==> src/rtl/que_reader.sv <==
// que_reader: pops 256-bit entropy-queue entries and serializes them into OUT_WIDTH chunks.
// Optional build macro QUE_READER_MSB_FIRST_EN emits the most-significant chunk first.
module que_reader #(
  parameter int WIDTH     = 256,
  parameter int OUT_WIDTH = 32
) (
  input  logic                 clk,
  input  logic                 rst,
  input  logic [WIDTH-1:0]     rdata,
  input  logic                 empty,
  output logic                 deque,
  input  logic                 inter_fail,
  input  logic                 perm_fail,
  output logic [OUT_WIDTH-1:0] out_data,
  output logic                 out_valid,
  input  logic                 out_ready,
  output logic                 out_last,
  output logic                 fault,
  output logic [7:0]           drop_cnt,
  output logic [1:0]           dbg_state
);

  localparam int N  = WIDTH / OUT_WIDTH;
  localparam int CW = (N > 1) ? $clog2(N) : 1;

  typedef enum logic [1:0] {
    IDLE  = 2'd0,
    SEND  = 2'd1,
    FAULT = 2'd2
  } state_e;

  state_e           state_q, state_d;
  logic [WIDTH-1:0] shift_q, shift_d;
  logic [CW-1:0]    cnt_q, cnt_d;
  logic [7:0]       drop_q, drop_d;
  logic             deque_c, valid_c, load, last_c;
  logic [WIDTH-1:0] shifted;

`ifdef QUE_READER_MSB_FIRST_EN
  assign out_data = shift_q[WIDTH-1 -: OUT_WIDTH];
  assign shifted  = shift_q << OUT_WIDTH;
`else
  assign out_data = shift_q[OUT_WIDTH-1:0];
  assign shifted  = shift_q >> OUT_WIDTH;
`endif

  assign load   = !empty && !inter_fail && !perm_fail;
  assign last_c = (state_q == SEND) && (cnt_q == CW'(N - 1));

  // Stream handshake: a chunk transfers on any cycle with out_valid && out_ready;
  // out_data/out_last hold while out_valid && !out_ready. out_valid never waits on out_ready.
  always_comb begin
    state_d = state_q;
    shift_d = shift_q;
    cnt_d   = cnt_q;
    drop_d  = drop_q;
    deque_c = 1'b0;
    valid_c = 1'b0;
    if (perm_fail) begin
      state_d = FAULT;
    end else begin
      case (state_q)
        IDLE: begin
          if (load) begin
            deque_c = 1'b1;
            shift_d = rdata;
            cnt_d   = '0;
            state_d = SEND;
          end
        end
        SEND: begin
          if (inter_fail) begin
            // Partial word is untrustworthy: throw away the rest of it.
            if (drop_q != 8'hFF) drop_d = drop_q + 8'd1;
            shift_d = '0;
            cnt_d   = '0;
            state_d = IDLE;
          end else begin
            valid_c = 1'b1;
            if (out_ready) begin
              if (last_c) begin
                if (load) begin
                  deque_c = 1'b1;
                  shift_d = rdata;
                  cnt_d   = '0;
                end else begin
                  shift_d = '0;
                  cnt_d   = '0;
                  state_d = IDLE;
                end
              end else begin
                shift_d = shifted;
                cnt_d   = cnt_q + CW'(1);
              end
            end
          end
        end
        FAULT:   state_d = FAULT;
        default: state_d = IDLE;
      endcase
    end
  end

  always_ff @(posedge clk) begin
    if (rst) begin
      state_q <= IDLE;
      shift_q <= '0;
      cnt_q   <= '0;
      drop_q  <= '0;
    end else begin
      state_q <= state_d;
      shift_q <= shift_d;
      cnt_q   <= cnt_d;
      drop_q  <= drop_d;
    end
  end

  assign deque     = deque_c && !rst;
  assign out_valid = valid_c && !rst;
  assign out_last  = last_c;
  assign fault     = (state_q == FAULT);
  assign drop_cnt  = drop_q;
  assign dbg_state = state_q;

endmodule

==> config.mk <==
export PLATFORM = sky130hd
export DESIGN_NAME = que_reader
export DESIGN_NICKNAME = d
export VERILOG_FILES = /design/src/rtl/que_reader.sv
export SDC_FILE = /design/constraint.sdc
export NUM_CORES = 1
export LEC_CHECK = 0
export ABC_CLOCK_PERIOD_IN_PS = 3700
export CAP_MARGIN = 20
export CORE_ASPECT_RATIO = 1.25
export CORE_MARGIN = 3
export CORE_UTILIZATION = 53
export CTS_CLUSTER_DIAMETER = 120
export CTS_CLUSTER_SIZE = 28
export DETAILED_ROUTE_END_ITERATION = 10
export GPL_TIMING_DRIVEN = 1
export PLACE_DENSITY = 0.86
export RECOVER_POWER = 100
export SYNTH_ARGS = -nofsm -noshare
export SYNTH_HDL_FRONTEND = slang
export SYNTH_SLANG_ARGS = --single-unit
==> constraint.sdc <==
create_clock -name clk -period 3.7 [get_ports clk]
set_input_delay 0.37 -clock clk [delete_from_list [all_inputs] [get_ports clk]]
set_output_delay 0.37 -clock clk [all_outputs]
set_load 0.1 [all_outputs]
==> impl_metrics.tcl <==
set metrics [dict create \
    syn-cell-area_sq_um 11600 \
    cts_max_path_buffers 3 \
    floorplan.core_area_sq_um 21100 \
    cp.required_ps 4080 \
    layout_common_cells "sky130_fd_sc_hd__dfxtp_1, sky130_fd_sc_hd__clkdlybuf4s50_1, sky130_fd_sc_hd__nor2_1" \
    maxCapViolCount 0 \
    p_seq_frac 0.562 \
    io_pins 308 \
    detail_route.drc_violations 0 \
    p_int_mw 4.09 \
    syn_to_final_growth_pct 27.2 \
    synthDistinctLibCells 39 \
    worst_setup_path_end_kind "flop" \
    multiInputGateArea_sq_um 5290 \
    detail_route.wirelength_microns 32200 \
    grt_antenna_before_repair 3 \
    sw_frac_of_total 0.262 \
    dieHeight_microns 171 \
    layout.filler_cells 1643 \
    synth-seq-cells 269 \
    path_class "in2reg" \
    initial_utilization 0.548 \
    ctsHoldBuffers 0 \
    final-max-slew-violation-count 0 \
    final_layout_size_suffix_gt1_frac 0.103 \
    clock-root-buffer "sky130_fd_sc_hd__clkbuf_16" \
    final_common_cell "sky130_fd_sc_hd__dfxtp_1" \
    cts_repair_resize_count 0 \
    overflow 0 \
    grt_setup_unrepaired "false" \
    die-width_microns 138 \
    clock.fmax_ghz 0.318 \
    cts_made_buffers 13 \
    outcome "finished clean" \
    postSynthCellCount 1206 \
    tritoncts_clock_tree "built" \
    drtPass1Iterations 5 \
    hpwlAfterDp_microns 21400 \
    synth_seq_area_share 0.465 \
    syn_nets 1471 \
    min_path_type "reg2reg" \
    number_of_enable_type_register_cells_in_the_synthesized_netlist 0 \
    power_spent_charging_and_discharging_nets_mw 1.45 \
    final.setup_skew_ps 18.8 \
    pwr-share-comb 0.160 \
    worst_margin_pin_slew_ps 1370 \
    seqCellArea_sq_um 5390 \
    dr.first_iter.drc_count 849 \
    pin_count_of_the_biggest_net_entering_global_routing 123 \
    clock_power_share 0.277 \
    async_reset_ff_frac 0 \
    p_total_mw 5.54 \
    post_synth.cell_area_avg_sq_um 9.60 \
    hold_depth 2 \
    globalRouteTotalUtil 0.253 \
    io_buffer_count 307 \
    worstPathMaxFanout 122 \
    post_place_worst_slack_ps 674 \
    finalHoldViolations 0 \
    timing.final.setup_violations 0 \
    rows 59 \
    finish.net_count 1648 \
    gp_routability_congestion 0.815 \
    fin_hold_ws_ps 464 \
    cts_sinks 269 \
    avgViaCountPerCell 6.21 \
    clk_pin_slew_ps 100 \
    cp.arrival_ps 3530 \
    vias 10311 \
    worst_r2r_path_depth 5 \
    startpoint_type "input pin" \
    maxSlewHeadroom 0.0873 \
    final_antenna_violating_net_count 0 \
    max-vdd-ir-drop_mv 0.317 \
    cellPowerDensity_nw_per_um2 376 \
    layout_min_cycle_time_ps 3150 \
    grt_pass1_vias 9722 \
    routed_wire_length_per_instance_microns 19.4 \
    timing.final.crit_share 0.850 \
    static_leak_nw 5.27 \
    yosysWarningCount 0 \
    die_area_sq_um 23700 \
    ctsHtreeMaxLevel 1 \
    grt_pass1_wl_microns 50600 \
    fin_tns_setup_ps 0 \
    layout_setup_ws_ps 554 \
    clock_insertion_delay_worst_skew_ps 480 \
    post_cts_buffers 0 \
    postSynth.topFlopCell "sky130_fd_sc_hd__dfxtp_1" \
]
cell families after synthesis:
| group | synth area share |
|---|---|
| buf+inv | 0.0806 |
| fa+ha+maj | 0.00324 |
| simple gates | 0.189 |
| xor+xnor | 0.00227 |
| compound gates | 0.257 |
| mux | 0.00259 |
| flops | 0.465 |
cell type report:
class	count	area share
diodes	4	0.000680
clock buffers	13	0.0221
flip-flops and latches	269	0.366
clock inverters	1	0.00110
multi-input cells	770	0.359
well taps	274	0.0233
repair buffers	328	0.228
inverters	1	0.000255
registers in the layout (all words and copies together) (netlist names):
signal,count
drop_cnt,8
shift_q,256
dbg_state,2
cnt_q,3
power by group through the flow:
stage	sequential, mW	clock, mW	combinational (mW)
2_1_floorplan	3.16	0	0.507
3_3_place_gp	3.18	0	0.873
3_5_place_dp	3.18	0	0.888
4_1_cts	3.12	1.58	0.895
5_1_grt	3.13	1.66	0.955
6_report	3.12	1.54	0.887
per-stage QoR:
step,cells,util,instance area [sq um]
after floorplan,1206,-,11600
after global placement,1642,0.683,14400
after detailed placement,1642,0.683,14400
after CTS,1656,0.699,14800
after global routing,1659,0.697,14700
final,1660,0.697,14700
final timing paths:
path	startpoint	slack, ps	to
max	inter_fail	550	shift_q[83]
min	cnt_q[2]	460	cnt_q[2]
max reg2reg	dbg_state[0]	760	shift_q[83]
min reg2reg	cnt_q[2]	460	cnt_q[2]
critical path, cell delays in order:
cell and delay, ps:
sky130_fd_sc_hd__dlygate4sd3_1 700, sky130_fd_sc_hd__or3_1 440, sky130_fd_sc_hd__a211oi_1 450, sky130_fd_sc_hd__clkbuf_4 1090, sky130_fd_sc_hd__nor2_1 110, sky130_fd_sc_hd__nor3_1 240
cell usage after synthesis (2+ instances only):
master,number,area (sq um)
sky130_fd_sc_hd__dfxtp_1,269,5390
sky130_fd_sc_hd__nor2_1,237,890
sky130_fd_sc_hd__nor3_1,226,1130
sky130_fd_sc_hd__a221oi_1,124,1090
sky130_fd_sc_hd__a221oi_2,100,1500
sky130_fd_sc_hd__clkbuf_1,61,229
sky130_fd_sc_hd__buf_2,50,250
sky130_fd_sc_hd__buf_4,43,323
sky130_fd_sc_hd__a22o_1,32,280
sky130_fd_sc_hd__buf_6,11,124
sky130_fd_sc_hd__a21oi_1,4,20.0
sky130_fd_sc_hd__nand2_1,4,15.0
sky130_fd_sc_hd__and3_1,3,18.8
sky130_fd_sc_hd__ha_1,3,37.5
sky130_fd_sc_hd__mux2i_1,3,30.0
sky130_fd_sc_hd__nand3_1,3,15.0
sky130_fd_sc_hd__nand4_1,3,18.8
sky130_fd_sc_hd__o21ai_0,3,15.0
sky130_fd_sc_hd__xor2_1,3,26.3
sky130_fd_sc_hd__a21boi_0,2,15.0
sky130_fd_sc_hd__nand2b_1,2,12.5
sky130_fd_sc_hd__o211ai_1,2,15.0
sky130_fd_sc_hd__or3_1,2,12.5
routing by layer:
layer,vias up,part of all wire,track usage
met5,-,0,0
met4,0,0.028,0.0761
met3,51,0.078,0.0506
met2,425,0.48,0.421
met1,4957,0.42,0.338
li1,4878,-,-
Note: power is estimated with default switching activity, not from simulation.
